===== src/rtl/cpu_ctrl_pkg.sv =====
// Shared control types for the multi-cycle RV32I control unit:
// FSM state codes, opcode constants, opcode classes and the ctrl bundle.
package cpu_ctrl_pkg;

    typedef logic [2:0] state_t;

    localparam state_t S_FETCH  = 3'd0;
    localparam state_t S_DECODE = 3'd1;
    localparam state_t S_EXEC   = 3'd2;
    localparam state_t S_MEM    = 3'd3;
    localparam state_t S_WB     = 3'd4;
    localparam state_t S_FAULT  = 3'd5;

    localparam logic [6:0] OP_R      = 7'b0110011;
    localparam logic [6:0] OP_I      = 7'b0010011;
    localparam logic [6:0] OP_LOAD   = 7'b0000011;
    localparam logic [6:0] OP_STORE  = 7'b0100011;
    localparam logic [6:0] OP_BRANCH = 7'b1100011;
    localparam logic [6:0] OP_JAL    = 7'b1101111;
    localparam logic [6:0] OP_LUI    = 7'b0110111;
    localparam logic [6:0] OP_AUIPC  = 7'b0010111;

    typedef enum logic [2:0] {
        CL_ALU,
        CL_IALU,
        CL_LOAD,
        CL_STORE,
        CL_BRANCH,
        CL_JAL,
        CL_LUI,
        CL_AUIPC
    } op_class_t;

    typedef struct packed {
        logic ir_write;
        logic pc_write;
        logic reg_write;
        logic alusrc;
        logic branch;
        logic jump;
        logic mem_read;
        logic mem_write;
        logic mem_to_reg;
    } ctrl_t;

    // Second ALU operand comes from the immediate for these classes
    function automatic logic uses_imm(op_class_t c);
        return c inside {CL_IALU, CL_LOAD, CL_STORE, CL_LUI, CL_AUIPC};
    endfunction

endpackage


===== src/rtl/opcode_decoder.sv =====
// Combinational opcode classifier: maps a 7-bit RV32I opcode to its
// class and flags anything outside the supported subset as illegal.
module opcode_decoder
    import cpu_ctrl_pkg::*;
(
    input  logic [6:0] opcode,
    output op_class_t  op_class,
    output logic       legal
);

    always_comb begin
        op_class = CL_ALU;
        legal    = 1'b1;
        unique case (1'b1)
            (opcode == OP_R):      op_class = CL_ALU;
            (opcode == OP_I):      op_class = CL_IALU;
            (opcode == OP_LOAD):   op_class = CL_LOAD;
            (opcode == OP_STORE):  op_class = CL_STORE;
            (opcode == OP_BRANCH): op_class = CL_BRANCH;
            (opcode == OP_JAL):    op_class = CL_JAL;
            (opcode == OP_LUI):    op_class = CL_LUI;
            (opcode == OP_AUIPC):  op_class = CL_AUIPC;
            default:               legal    = 1'b0;
        endcase
    end

endmodule


===== src/rtl/mc_control_unit.sv =====
// Multi-cycle RV32I control FSM with memory-wait timeout, sticky fault
// and a wrapping retired-instruction counter.
module mc_control_unit
    import cpu_ctrl_pkg::*;
#(
    parameter int CNT_W   = 32,
    parameter int TIMEOUT = 15
) (
    input  logic             clk,
    input  logic             rst_n,
    input  logic [6:0]       opcode,
    input  logic             imem_ready,
    input  logic             dmem_ready,
    input  logic             stall,
    output logic             imem_req,
    output logic             dmem_req,
    output ctrl_t            ctrl,
    output logic [2:0]       state,
    output logic             fault,
    output logic [CNT_W-1:0] retired
);

    localparam int TW = $clog2(TIMEOUT + 1);
    localparam logic [TW-1:0] T_LAST = TW'(TIMEOUT - 1);

    state_t           state_q;
    state_t           state_d;
    logic [6:0]       opcode_q;
    logic [TW-1:0]    tcnt_q;
    logic [CNT_W-1:0] ret_q;
    logic             retire;
    logic             wait_cyc;
    op_class_t        cls;
    logic             legal;

    opcode_decoder u_dec (
        .opcode   (opcode_q),
        .op_class (cls),
        .legal    (legal)
    );

    always_comb begin
        state_d  = state_q;
        retire   = 1'b0;
        wait_cyc = 1'b0;
        if (!stall) begin
            case (state_q)
                S_FETCH: begin
                    if (imem_ready) begin
                        state_d = S_DECODE;
                    end else begin
                        wait_cyc = 1'b1;
                        if (tcnt_q == T_LAST) state_d = S_FAULT;
                    end
                end
                S_DECODE: state_d = legal ? S_EXEC : S_FAULT;
                S_EXEC: begin
                    if (cls == CL_BRANCH) begin
                        state_d = S_FETCH;
                        retire  = 1'b1;
                    end else if (cls == CL_LOAD || cls == CL_STORE) begin
                        state_d = S_MEM;
                    end else begin
                        state_d = S_WB;
                    end
                end
                S_MEM: begin
                    if (dmem_ready) begin
                        if (cls == CL_STORE) begin
                            state_d = S_FETCH;
                            retire  = 1'b1;
                        end else begin
                            state_d = S_WB;
                        end
                    end else begin
                        wait_cyc = 1'b1;
                        if (tcnt_q == T_LAST) state_d = S_FAULT;
                    end
                end
                S_WB: begin
                    state_d = S_FETCH;
                    retire  = 1'b1;
                end
                S_FAULT: state_d = S_FAULT;
                default: state_d = S_FAULT;
            endcase
        end
    end

    always_ff @(posedge clk or negedge rst_n) begin
        if (!rst_n) begin
            state_q  <= S_FETCH;
            opcode_q <= '0;
            tcnt_q   <= '0;
            ret_q    <= '0;
        end else begin
            state_q <= state_d;
            if (state_q == S_FETCH && imem_ready && !stall) opcode_q <= opcode;
            // Counter restarts whenever a new state is entered
            if (state_d != state_q) tcnt_q <= '0;
            else if (wait_cyc) tcnt_q <= tcnt_q + TW'(1);
            if (retire) ret_q <= ret_q + CNT_W'(1);
        end
    end

    always_comb begin
        ctrl = '0;
        if (rst_n && !stall) begin
            case (state_q)
                S_FETCH: ctrl.ir_write = imem_ready;
                S_EXEC: begin
                    ctrl.alusrc   = uses_imm(cls);
                    ctrl.branch   = (cls == CL_BRANCH);
                    ctrl.pc_write = (cls == CL_BRANCH);
                    ctrl.jump     = (cls == CL_JAL);
                end
                S_MEM: begin
                    ctrl.mem_read  = (cls == CL_LOAD);
                    ctrl.mem_write = (cls == CL_STORE);
                    ctrl.pc_write  = (cls == CL_STORE) && dmem_ready;
                end
                S_WB: begin
                    ctrl.reg_write  = 1'b1;
                    ctrl.pc_write   = 1'b1;
                    ctrl.mem_to_reg = (cls == CL_LOAD);
                end
                default: ctrl = '0;
            endcase
        end
    end

    assign imem_req = rst_n && (state_q == S_FETCH);
    assign dmem_req = rst_n && (state_q == S_MEM);
    assign state    = state_q;
    assign fault    = (state_q == S_FAULT);
    assign retired  = ret_q;

endmodule

===== config.mk =====
export PLATFORM = sky130hd
export DESIGN_NAME = mc_control_unit
export DESIGN_NICKNAME = d
export VERILOG_FILES = /design/src/rtl/cpu_ctrl_pkg.sv /design/src/rtl/opcode_decoder.sv /design/src/rtl/mc_control_unit.sv
export SDC_FILE = /design/constraint.sdc
export NUM_CORES = 1
export LEC_CHECK = 0
export ABC_AREA = 1
export CORE_ASPECT_RATIO = 1.75
export CORE_MARGIN = 2
export CORE_UTILIZATION = 57
export DETAILED_ROUTE_END_ITERATION = 12
export PLACE_DENSITY_LB_ADDON = 0.2
export SYNTH_ARGS = -nofsm -noshare
export SYNTH_HDL_FRONTEND = slang
export SYNTH_HIERARCHICAL = 1
export SYNTH_SLANG_ARGS = --single-unit
export TNS_END_PERCENT = 20

===== constraint.sdc =====
create_clock -name clk -period 3 [get_ports clk]
set_clock_uncertainty 0.15 [all_clocks]
set_input_delay 0.6 -clock clk [delete_from_list [all_inputs] [get_ports clk]]
set_output_delay 0.6 -clock clk [all_outputs]
set_load 0.005 [all_outputs]

## Word-level counts from Yosys, hierarchy flattened

Index checks and enable logic that the tools add are counted.

- Bits in registers: 46
- Input port bits: 12
- Logic and storage cells: 69

- Add/subtract/negate cells: 2
- Equal/unequal tests: 22
- Muxes and demuxes: 29
- Reductions and logical operators: 12

Operators by type and width:

| kind | count |
|---|---|
| 32-bit by 1-bit adder with 32-bit output, second input constant | 1 |
| 3-bit 2-to-1 mux | 9 |
| 7-bit by 6-bit equality test with 1-bit output, second input constant | 3 |
| 3-bit case mux with 7 select lines | 1 |
| 3-bit equality test, second input constant | 6 |
| 3-bit case mux with 5 select lines | 1 |
| 7-bit by 5-bit equality test with 1-bit output, second input constant | 2 |
| 7-bit equality test, second input constant | 2 |
| 3-bit by 2-bit equality test with 1-bit output, second input constant | 4 |
| 1-bit 2-to-1 mux | 11 |
| 9-bit 2-to-1 mux | 1 |
| 4-bit 2-to-1 mux | 2 |
| 8-bit OR reduction | 1 |
| 7-bit by 2-bit equality test with 1-bit output, second input constant | 1 |
| 3-bit by 1-bit equality test with 1-bit output, second input constant | 2 |
| 1-bit logical AND | 6 |
| 1-bit case mux with 3 select lines | 2 |
| 5-bit nonzero test | 1 |
| 4-bit by 1-bit adder with 4-bit output, second input constant | 1 |
| 4-bit equality test, second input constant | 1 |
| 3-bit zero test | 1 |
| 3-bit inequality test | 1 |
| 2-bit 2-to-1 mux | 1 |
| 1-bit case mux with 2 select lines | 1 |
| other kinds (3) | 3 |

## Longest topological paths before layout

Gate-level depths: netlist of run 1.

- Word-level depth: 10
- Mapped depth: 18
- Gate-level depth less buffers: 18

## By module

The synthesis of run 1 kept the hierarchy.

By module, submodules not included:

| module | instances | cells an instance | area each (sq um) | sequential area each (sq um) |
|---|---|---|---|---|
| mc_control_unit | 1 | 393 | 2,889.0 | 1,151.1 |
| opcode_decoder | 1 | 38 | 170.2 | 0.0 |

## Worst setup path before layout of run 1

Ideal clock, no wire load.

- Path kind: reg-to-output
- From: register opcode_q[3]
- To: output port ctrl[7] (netlist name)
- Arrival: 1.565 ns
- Data required time: 2.250 ns
- Setup slack: 0.685 ns
- Cell stages (with the launch flop): 11
- Path buffers: 1
- Cells stage by stage: dfrtp_1 nor2_1 nand2_1 o21ai_1 nand3_1 nor2_1 nand2_1 nand3_2 nand2_4 buf_2 nor2_1

RTL lines:

| element | line | RTL |
|---|---|---|
| start, declared | mc_control_unit.sv:28 | `logic [6:0] opcode_q;` |
| start signal, assigned | mc_control_unit.sv:98 | `if (state_q == S_FETCH && imem_ready && !stall) opcode_q <= opcode;` |
| end, declared | mc_control_unit.sv:17 | `output ctrl_t ctrl,` |

==> results of run 1 <==
==> cell usage in the layout (no fill, tap or decap), drive strengths merged <==
cell           synthesis  final
clkbuf                 0      6
clkinvlp               0      1
bufinv                 0      1
buf                    6     10
nand3b                 1      1
clkdlybuf4s50          0     52
xnor2                 11     11
ha                     3      3
nand3                 21     21
a21oi                  2      2
nor2                  74     74
dlymetal6s2s           0      5
dfrtp                 46     46
nor4                   1      1
o21a                   1      1
nand4                  6      6
o21ai                 17     17
mux2                   7      7
nor3                  22     22
xor2                  23     23
inv                   47     47
o211ai                 1      1
nand2                142    142
==> state kept, by name (all words and copies together), names as in the netlist <==
name and flops:
retired 32, opcode_q 7, tcnt_q 4, state 3
==> power groups by stage <==
stage	Sequential [mW]	Clock [mW]	Combinational, mW
after floorplan	0.962	0	0.611
after global placement	0.983	0	0.998
after detailed placement	0.986	0	1.03
after CTS	0.981	0.465	1.05
after global routing	1.01	0.488	1.23
final	0.985	0.453	1.10
==> cell type report <==
cell class,instances,area (sq um),share of cell area [%]
Multi-Input combinational cell,332,1740,44.6
Sequential cell,46,1150,29.5
Tap cell,55,68.8,1.76
Timing Repair Buffer,67,656,16.8
Inverter,47,176,4.52
Clock inverter,2,37.5,0.961
Clock buffer,6,72.6,1.86
==> logic make-up after synthesis <==
family,after synthesis
AO/OA/AOI/OAI,21
XOR/XNOR,34
adder cells (fa/ha/maj),3
buffers and inverters,53
flip-flops,46
multiplexers,7
AND/OR/NAND/NOR,267
==> worst max-delay path by stage <==
stage | from | to | slack [ps] | depth (start not counted)
floorplan | opcode_q[3]$_DFFE_PN0P_ | ctrl[7] | 690 | 10
global placement | stall | ctrl[3] | 190 | 5
detailed placement | stall | ctrl[1] | 130 | 5
CTS | opcode_q[5]$_DFFE_PN0P_ | ctrl[7] | 20 | 12
global route | opcode_q[4]$_DFFE_PN0P_ | ctrl[4] | -20 | 11
finish | opcode_q[6]$_DFFE_PN0P_ | ctrl[4] | 130 | 10
==> layer usage <==
layer	wire, um	up-vias	share of wire, %	GRT usage [%]
met5	0	-	0	0
met4	317	0	4.0	13.1
met3	308	24	3.9	3.72
met2	4480	93	56	52.7
met1	2830	1366	36	29.6
li1	-	1485	-	-
==> timing repair <==
item,CTS,global route
pin swaps,1,5
setup buffers,2,4
gates resized for setup,6,16
hold endpoints to repair,0,0
setup endpoints to repair,2,7
hold buffers,0,0
==> stage by stage <==
stage	util, %	hold slack [ps]
final	74.9	234
after global routing	74.9	295
after CTS	73.3	262
after detailed placement	70.5	334
after global placement	70.5	334
after floorplan	-	154
==> Yosys cell counts (all sizes together) (2+ instances only) <==
library cell,count,area [sq um]
xnor2,11,96.3
inv,47,176
ha,3,37.5
nand2,142,548
nand3,21,120
mux2,7,78.8
nor2,74,298
nand4,6,37.5
o21ai,17,88.8
buf,6,50.0
xor2,23,201
nor3,22,136
dfrtp,46,1150
a21oi,2,10.0
==> flow_metrics.env, run 1 <==
export IMPL_status="finished, final reports clean"
export IMPL_globalRouteTotalUtil_pct=28.2
export IMPL_tightest_slew_ps=569
export IMPL_hold_viol=0
export IMPL_synth_top_family_by_area="simple AND/OR/NAND/NOR gates"
export IMPL_place_ws_ps=128
export IMPL_place_gp_congestion=0.992
export IMPL_syn_nets=446
export IMPL_required_ps=2250
export IMPL_postPlaceCellArea_sq_um=3680
export IMPL_critPathArrivalTime_ps=2120
export IMPL_p_sw_share_pct=39.7
export IMPL_regToRegSetupSlack_ps=510
export IMPL_async_flop_share_pct=100
export IMPL_tritoncts="yes"
export IMPL_ys_flop_type="dfrtp_1"
export IMPL_stdcell_count=555
export IMPL_peakVddDrop_mv=0.449
export IMPL_min_period_over_period_pct=95.6
export IMPL_reg2reg_depth=14
export IMPL_syn_area_per_cell_sq_um=7.10
export IMPL_netlist_area_sq_um=3060
export IMPL_avgRoutedWirePerCell_um=14.3
export IMPL_h_tree_depth=2
export IMPL_synth_edf_count=0
export IMPL_slowest_delay_ps=510
export IMPL_synth_adder_area_share_pct=1.23
export IMPL_ios=59
export IMPL_final_nets=514
export IMPL_placed_cells=541
export IMPL_crit_path_start_kind="flop"
export IMPL_ant_nets=0
export IMPL_cts_buffers=5
export IMPL_pwr_share_clk_pct=17.8
export IMPL_drive_above_1_share_pct=13.0
export IMPL_yosysWarnings=6
export IMPL_crit_top_cell="nor2_1"
export IMPL_setup_slack_ps=133
export IMPL_core_area_sq_um=5210
export IMPL_cp_end_kind="output pin"
export IMPL_hp_class="in -> async"
export IMPL_reg2reg_to="retired[22]$_DFFE_PN0P_"
export IMPL_setup_tns_ps=0
export IMPL_max_freq_mhz=349
export IMPL_insertion_delay_ps=300
export IMPL_antenna_cells=0
export IMPL_seqPwrFrac_pct=38.8
export IMPL_slew_headroom_pct=62.1
export IMPL_final_max_slew_viol_count=0
export IMPL_path_delay_family="simple AND/OR/NAND/NOR gates"
export IMPL_p_leak_nw=1.80
export IMPL_grt_pass1_vias=2809
export IMPL_cpMaxStageDelayCell="clkdlybuf4s50_1"
export IMPL_final_cell_area_sq_um=3910
export IMPL_fp_dieH_um=101
export IMPL_p_int_mw=1.53
export IMPL_grt_pass1_wl_um=12800
export IMPL_power_density_nw_per_um2=651
export IMPL_area_growth_pct=27.6
export IMPL_drt_iter0_markers=202
export IMPL_min_period_ps=2870
export IMPL_cts_sinks=46
export IMPL_yosys_area_share_simple_pct=37.7
export IMPL_muxShareOfSynthArea_pct=2.58
export IMPL_synth_compound_area_share_pct=3.72
export IMPL_dr_total_vias=2968
export IMPL_grt_max_degree=47
export IMPL_routed_wl_um=7940
export IMPL_path_clk_slew_ps=80
export IMPL_vias_per_cell=5.35
export IMPL_initial_core_util_pct=58.7
export IMPL_fp_row_count=35
export IMPL_finalSetupViolations=0
export IMPL_r2r_start="opcode_q[3]$_DFFE_PN0P_"
export IMPL_yosys_cell_types_count=30
export IMPL_firstDrtPassIters=4
export IMPL_ys_ff_latch=46
export IMPL_root_buffer="clkbuf_8"
export IMPL_synth_cells=431
export IMPL_num_fill_cells=417
export IMPL_portBuffers=58
export IMPL_antenna_found_initial=0
export IMPL_crit_type="reg -> out"
export IMPL_ys_seq_area_share_pct=37.6
export IMPL_maxCapViolations=0
export IMPL_switchingPower_mw=1.01
export IMPL_die_width_um=59.4
export IMPL_dieArea_sq_um=5990
export IMPL_dp_hpwl_um=6100
export IMPL_comb_power_share_pct=43.4
export IMPL_finalPower_mw=2.54
export IMPL_grt_overflow_total=0
export IMPL_crit_buf_inv=3
export IMPL_synth_xor_area_share_pct=9.73
export IMPL_cp_cell_sequence="nand3_2, inv_2, nand2_2, inv_2, nor2_1, nand2_2, nor2_1, nand2_1, nor2_1, clkdlybuf4s50_1"
export IMPL_max_clock_path_buffers=2
export IMPL_drcViolationCount=0
export IMPL_path_max_fanout=6
(Power assumes the default switching activity.)
==> run 2: changes to the inputs <==
- GPL_ROUTABILITY_DRIVEN: default -> 0
- PLACE_DENSITY: default -> 0.87
- PLACE_DENSITY_LB_ADDON: 0.2 -> default
==> flow_metrics.env, run 2 (synthesis gave the netlist of run 1 again) <==
export IMPL_routed_wl_um=7710
export IMPL_seqPwrFrac_pct=41.0
export IMPL_max_freq_mhz=348
export IMPL_core_area_sq_um=5210
export IMPL_finalPower_mw=2.41
export IMPL_hold_viol=0
export IMPL_firstDrtPassIters=4
export IMPL_wl_met2_um=4040
export IMPL_maxCapViolations=0
export IMPL_whs_ps=282
export IMPL_fp_row_count=35
export IMPL_ant_nets=0
export IMPL_drive_above_1_share_pct=11.9
export IMPL_setup_tns_ps=0
export IMPL_grt_max_degree=47
export IMPL_path_max_fanout=5
export IMPL_grt_overflow_total=0
export IMPL_cts_buffers=5
export IMPL_top_layer="met4"
export IMPL_grt_pass1_vias=2855
export IMPL_comb_power_share_pct=44.3
export IMPL_min_period_ps=2870
export IMPL_dr_total_vias=2984
export IMPL_vias_per_cell=5.41
export IMPL_num_fill_cells=420
export IMPL_mostFrequentLayoutCell="nand2_1"
export IMPL_min_period_over_period_pct=95.7
export IMPL_peakVddDrop_mv=0.390
export IMPL_slew_headroom_pct=61.8
export IMPL_wl_met1_um=2860
export IMPL_crit_path_start="stall"
export IMPL_tightest_slew_ps=573
export IMPL_tritoncts="yes"
export IMPL_rsz0062_at_grt="false"
export IMPL_ios=59
export IMPL_drt_iter0_markers=202
export IMPL_switchingPower_uw=982
export IMPL_dieArea_sq_um=5990
export IMPL_h_tree_depth=2
export IMPL_crit_path_start_kind="input port"
export IMPL_p_sw_share_pct=40.7
export IMPL_dp_hpwl_um=5990
export IMPL_area_growth_pct=25.4
export IMPL_finalSetupViolations=0
export IMPL_cts_sinks=46
export IMPL_regArea_sq_um=1150
export IMPL_status="finished, final reports clean"
export IMPL_p_leak_nw=1.78
export IMPL_fin_util_pct=73.6
export IMPL_avgRoutedWirePerCell_um=14.0
export IMPL_initial_core_util_pct=58.7
export IMPL_cp_end_kind="output pin"
export IMPL_pwr_share_clk_pct=14.6
export IMPL_final_max_slew_viol_count=0
export IMPL_multiInputGateArea_sq_um=1720
export IMPL_path_clk_slew_ps=80
export IMPL_fp_dieH_um=101
export IMPL_grt_pass1_wl_um=12600
export IMPL_die_width_um=59.4
export IMPL_drcViolationCount=0
export IMPL_wl_met3_um=405
export IMPL_antenna_cells=0
export IMPL_critPathArrivalTime_ps=2120
export IMPL_power_density_nw_per_um2=629
export IMPL_setup_slack_ps=128
export IMPL_largest_register_ffs=32
export IMPL_portBuffers=58
export IMPL_max_clock_path_buffers=2
export IMPL_globalRouteTotalUtil_pct=27.6
export IMPL_mostFrequentLayoutCells="135 x nand2_1, 63 x nor2_1, 52 x clkdlybuf4s50_1"
export IMPL_insertion_delay_ps=290
export IMPL_p_int_mw=1.43
export IMPL_r2r_start="opcode_q[3]$_DFFE_PN0P_"
export IMPL_crit_type="in -> out"
export IMPL_root_buffer="clkbuf_8"
export IMPL_place_ws_ps=158
export IMPL_final_nets=512
export IMPL_antenna_found_initial=0
export IMPL_hp_class="in -> async"
export IMPL_required_ps=2250
## run 2: worst paths after layout
| kind | to | slack, ps | cells after the start |
|---|---|---|---|
| max in group asynchronous | opcode_q[6]$_DFFE_PN0P_ | 1990 | 2 |
| min | retired[27]$_DFFE_PN0P_ | 280 | 2 |
| min in group clk | retired[5]$_DFFE_PN0P_ | 370 | 1 |
| min reg2reg | retired[5]$_DFFE_PN0P_ | 370 | 1 |
| max | ctrl[1] | 130 | 5 |
| max reg2reg | retired[26]$_DFFE_PN0P_ | 510 | 14 |
## run 2: critical path, stage by stage
cell and delay (ps):
clkdlybuf4s50_1 500, nor2_1 190, inv_1 110, nor3_1 190, clkdlybuf4s50_1 520
## run 2: cell type report
type | instances | share of cell area [%]
multi-input combinational | 332 | 44.9
clock buffer | 7 | 1.99
sequential | 46 | 30.0
timing repair buffer | 65 | 16.7
inverter | 47 | 4.60
tap | 55 | 1.79
## run 2: power groups by stage
stage	Combinational (mW)	Sequential [mW]	Clock (mW)
6_report	1.07	0.990	0.353
2_1_floorplan	0.611	0.962	0
4_1_cts	1.04	0.984	0.364
3_5_place_dp	1.02	0.994	0
3_3_place_gp	0.997	0.983	0
5_1_grt	1.19	1.01	0.384
## run 2: metrics by stage
| step | instance area (sq um) | instances |
|---|---|---|
| floorplan | 3060 | 431 |
| global placement | 3680 | 541 |
| detailed placement | 3680 | 541 |
| CTS | 3780 | 550 |
| global route | 3840 | 552 |
| finish | 3840 | 552 |
## run 2: what timing repair did
action	CTS	global route
endpoints found under the setup margin	1	7
cloned	0	0
hold buffers	0	0
gates resized for setup	4	15
pin swaps	2	2
setup buffers	2	2
## run 2: layer usage
layer | vias to the layer above | global-route usage (%)
li1 | 1478 | -
met1 | 1365 | 29.8
met2 | 108 | 49.5
met3 | 33 | 3.98
met4 | 0 | 14.9
met5 | - | 0
==> run 3: changes to the inputs <==
- RECOVER_POWER: default -> 50
==> flow_metrics.env, run 3 (synthesis gave the netlist of run 1 again) <==
export IMPL_status="finished, final reports clean"
export IMPL_dp_hpwl_um=5990
export IMPL_avgRoutedWirePerCell_um=14.0
export IMPL_core_area_sq_um=5210
export IMPL_postPlaceCellArea_sq_um=3680
export IMPL_final_nets=512
export IMPL_placed_cells=541
export IMPL_finalSetupViolations=0
export IMPL_final_cell_area_sq_um=3820
export IMPL_peakVddDrop_mv=0.389
export IMPL_ios=59
export IMPL_holdPathStages=1
export IMPL_regToRegSetupSlack_ps=520
export IMPL_max_clock_path_buffers=2
export IMPL_vias_per_cell=5.40
export IMPL_cp_end_kind="output pin"
export IMPL_drt_iter0_markers=209
export IMPL_mostFrequentLayoutCells="135 x nand2_1, 65 x nor2_1, 45 x dfrtp_1"
export IMPL_grt_max_degree=47
export IMPL_max_freq_mhz=352
export IMPL_grt_overflow_total=0
export IMPL_firstDrtPassIters=4
export IMPL_cts_buffers=5
export IMPL_dieArea_sq_um=5990
export IMPL_tritoncts="yes"
export IMPL_setup_tns_ps=0
export IMPL_critPathArrivalTime_ps=2090
export IMPL_crit_type="reg -> out"
export IMPL_power_density_nw_per_um2=622
export IMPL_antenna_cells=0
export IMPL_min_period_over_period_pct=94.6
export IMPL_crit_path_start="opcode_q[3]$_DFFE_PN0P_"
export IMPL_path_max_fanout=5
export IMPL_hp_class="reg -> reg"
export IMPL_path_clk_slew_ps=80
export IMPL_tightest_slew_ps=1130
export IMPL_crit_path_end="ctrl[4]"
export IMPL_num_fill_cells=424
export IMPL_stdcell_count=552
export IMPL_initial_core_util_pct=58.7
export IMPL_required_ps=2250
export IMPL_grt_pass1_vias=2855
export IMPL_insertion_delay_ps=290
export IMPL_ctsHoldBuffers=0
export IMPL_portBuffers=58
export IMPL_fin_util_pct=73.4
export IMPL_reg2reg_to="retired[26]$_DFFE_PN0P_"
export IMPL_reg2reg_depth=14
export IMPL_rsz0062_at_grt="false"
export IMPL_p_leak_nw=1.81
export IMPL_min_period_ps=2840
export IMPL_largest_register_ffs=32
export IMPL_fp_row_count=35
export IMPL_slew_headroom_pct=24.9
export IMPL_final_max_slew_viol_count=0
export IMPL_mostFrequentLayoutCell="nand2_1"
export IMPL_drive_above_1_share_pct=11.3
export IMPL_root_buffer="clkbuf_8"
export IMPL_globalRouteTotalUtil_pct=27.6
export IMPL_finalPower_mw=2.38
export IMPL_r2r_start="opcode_q[3]$_DFFE_PN0P_"
export IMPL_ant_nets=0
export IMPL_maxCapViolations=0
export IMPL_cts_sinks=46
export IMPL_area_growth_pct=25.0
export IMPL_crit_path_start_kind="flop"
export IMPL_dr_total_vias=2981
export IMPL_die_width_um=59.4
export IMPL_fp_dieH_um=101
export IMPL_h_tree_depth=2
export IMPL_routed_wl_um=7710
export IMPL_drcViolationCount=0
export IMPL_hold_viol=0
export IMPL_grt_pass1_wl_um=12600
export IMPL_antenna_found_initial=0
## run 3: changes by cell type in the layout (fill, tap and decap cells not counted), sizes merged
cell,delta
dlygate4sd3,+19
buf,-2
clkbuf,+2
clkdlybuf4s50,-19
## run 3: final cells by class
cell class	instances	area (sq um)	share of cell area [%]
Timing Repair Buffer	65	637	16.7
Inverter	47	176	4.61
Clock buffer	7	76.3	2.00
Multi-Input combinational cell	332	1710	44.8
Sequential cell	46	1150	30.1
Tap cell	55	68.8	1.80
## run 3: per-stage QoR
step / setup slack (ps) / hold WS, ps
floorplan: 685 / 154
global placement: 199 / 340
detailed placement: 158 / 347
CTS: 0.254 / 296
global route: 16.3 / 393
finish: 161 / 362
## run 3: how the worst min path moves through the flow
stage                                       start                      end  slack, ps
after floorplan                             rst_n  opcode_q[0]$_DFFE_PN0P_        150
after global placement    opcode_q[1]$_DFFE_PN0P_  opcode_q[1]$_DFFE_PN0P_        340
after detailed placement  opcode_q[0]$_DFFE_PN0P_  opcode_q[0]$_DFFE_PN0P_        350
after CTS                                   rst_n  retired[30]$_DFFE_PN0P_        300
after global routing       retired[7]$_DFFE_PN0P_   retired[7]$_DFFE_PN0P_        390
final                      retired[5]$_DFFE_PN0P_   retired[5]$_DFFE_PN0P_        360
## run 3: metal layers
metal  global-route usage (%)  vias up  share of wire (%)
met3                     3.98       33                5.1
met2                     49.5      106                 52
met4                     14.9        0                5.3
met1                     29.8     1365                 37
li1                         -     1477                  -
met5                        0        -                  0
## run 3: timing repair
action	4_1_cts	5_1_grt
setup endpoints to repair	1	7
buffers inserted	2	2
resized for setup	4	15
pin swaps	2	2
gates cloned	0	0
## run 3: critical path, cell delays in order (launching register included)
cell and delay (ps):
dfrtp_1 430, nor2_2 130, nand2_2 90, o211ai_1 240
buf_4 160, nand2_1 60, nor2_1 150, clkdlybuf4s50_1 530
## run 3: where the power goes
| group | total (mW) | internal, mW | switching [mW] |
|---|---|---|---|
| combinational | 1.04 | 0.460 | 0.580 |
| clock | 0.353 | 0.161 | 0.192 |
| sequential | 0.986 | 0.783 | 0.204 |
==> RTL edit, RTL diff (config.mk and constraints of run 2) <==
Set the parameter `CNT_W` to 16 (it was 32).
--- a/src/rtl/mc_control_unit.sv
+++ b/src/rtl/mc_control_unit.sv
@@ -3,7 +3,7 @@
 module mc_control_unit
     import cpu_ctrl_pkg::*;
 #(
-    parameter int CNT_W   = 32,
+    parameter int CNT_W   = 16,
     parameter int TIMEOUT = 15
 ) (
     input  logic             clk,
Ports: changed (resized retired); port bits go from 59 to 43. The function was not compared with the original's and may differ.
==> RTL edit against run 2 <==
Global-route usage grew 0.22 points; routed wire length decreased by 30%; power is 63% lower; sequential cell count shrank 16; first-iteration DRC count shrank 75%; largest power group is now sequential cells; critical path depth increased by 3; cell area is 29% lower; maximum frequency decreased by 3.3%; setup slack worse by 0.099 ns; area after synthesis down 33%.
==> RTL edit: results (changes against run 2) <==
Route
  – Total Wirelength: 5435 um (-30%)
  – 1st-iter DRT viols: 51 (-75%)
  – Wire per inst: 14.45 um (+3.4%)
  – DR vias: 2047 (-31%)

Placement
  – Port Buf Inserts: 42 (-28%)
  – Post-DP HPWL: 3821 um (-36%)
  – Cells after DPL: 365 (-33%)

Setup path
  – Arr. time, crit path: 2.22 ns (+0.10 ns)
  – FF-to-FF path depth: 13 (-1)
  – CP Max Fanout: 6 (+1)
  – Origin of the critical flop-to-flop path: opcode_q[4]
  – Reg-to-reg endpoint: retired[2]

Finish
  – Max reg flops: 16 (-50%)
  – Nets: 345 (-33%)
  – Ratio of cells with drive above 1 in the final layout: 0.2145 (+0.09579)

Run status
  – Status: finished clean

Timing
  – Hold_ws: 0.3773 ns (+0.09505 ns)
  – Least-Margin Pin Slew: 0.4699 ns (-0.1027 ns)

GRT
  – Global Route Usage Sum: 0.2778 (+0.002218)
  – First-pass GRT wire length: 8880 um (-29%)

Logic synthesis
  – Cells after Synth: 276 (-36%)
  – Synth top cells by count: 65 x nand2_1, 35 x nor2_1, 30 x dfrtp_1
  – Register area share after synthesis: 0.3670 (-0.009306)
  – Largest cells by area after synthesis: dfrtp_1 37%, nand2_1 12%, nor2_1 6.4%
  – Syn Nets: 291 (-35%)

Worst hold path
  – Worst Hold Class: flop to flop

Power
  – Maximum VDD drop: 369.5 uV (-5.3%)
  – Leak pwr: 1.269 nW (-29%)

CTS
  – CTS Root Cell: clkbuf_8
-- RTL edit: worst max-delay path by stage --
stage	from	end	slack (ns)	cells past startpoint
floorplan	opcode_q[3]	ctrl[7]	0.70	11
global placement	rst_n	ctrl[3]	0.13	6
detailed placement	rst_n	ctrl[3]	0.02	6
finish	opcode_q[6]	ctrl[0]	0.03	8
global route	opcode_q[6]	ctrl[0]	-0.04	8
CTS	opcode_q[2]	ctrl[3]	0.03	6
-- RTL edit: logic make-up after synthesis --
family                     Yosys count  synth area share
buffers and inverters               38           0.07706
xor gates and xnor gates            16           0.06850
DFF                                 30            0.3670
and+or+nand+nor                    166            0.3859
AOI/OAI and AO/OA                   16           0.04465
adders and majority gates            3           0.01835
muxes                                7           0.03853
-- RTL edit: what timing repair did --
item / 4_1_cts / 5_1_grt
buffers inserted: 3 / 0
resized for setup: 10 / 9
gates cloned: 0 / 0
setup endpoints to repair: 3 / 6
pin swaps: 4 / 3
-- RTL edit: layout make-up --
class                      instances  area (um^2)
multi-input combinational        208         1186
timing repair buffer              49        479.2
inverter                          36        135.1
clock buffer                       5        68.82
tap                               45        56.30
clock inverter                     3        40.04
fill                             252        680.7
sequential                        30        752.0
-- RTL edit: through the flow --
step	cell area, um^2	setup WS (ns)	setup TNS, ns
global placement	2530	0.1306	0
floorplan	2046	0.6979	0
CTS	2684	0.02758	0
finish	2718	0.02961	0
global route	2718	-0.04095	-0.1016
detailed placement	2530	0.01936	0
-- RTL edit: metal layers --
metal  routed length (um)  track usage  vias up
met5                    0            0        -
met4                  186       0.1532        0
met3                  257      0.03237       16
met2                 3020       0.5295       81
met1                 1971       0.2773      961
li1                     -            -      989
-- RTL edit: where the power goes --
part / total, mW / internal (mW) / switching [mW]
registers: 0.423 / 0.413 / 0.0105
logic: 0.0612 / 0.0327 / 0.0285
clock network: 0.406 / 0.244 / 0.161
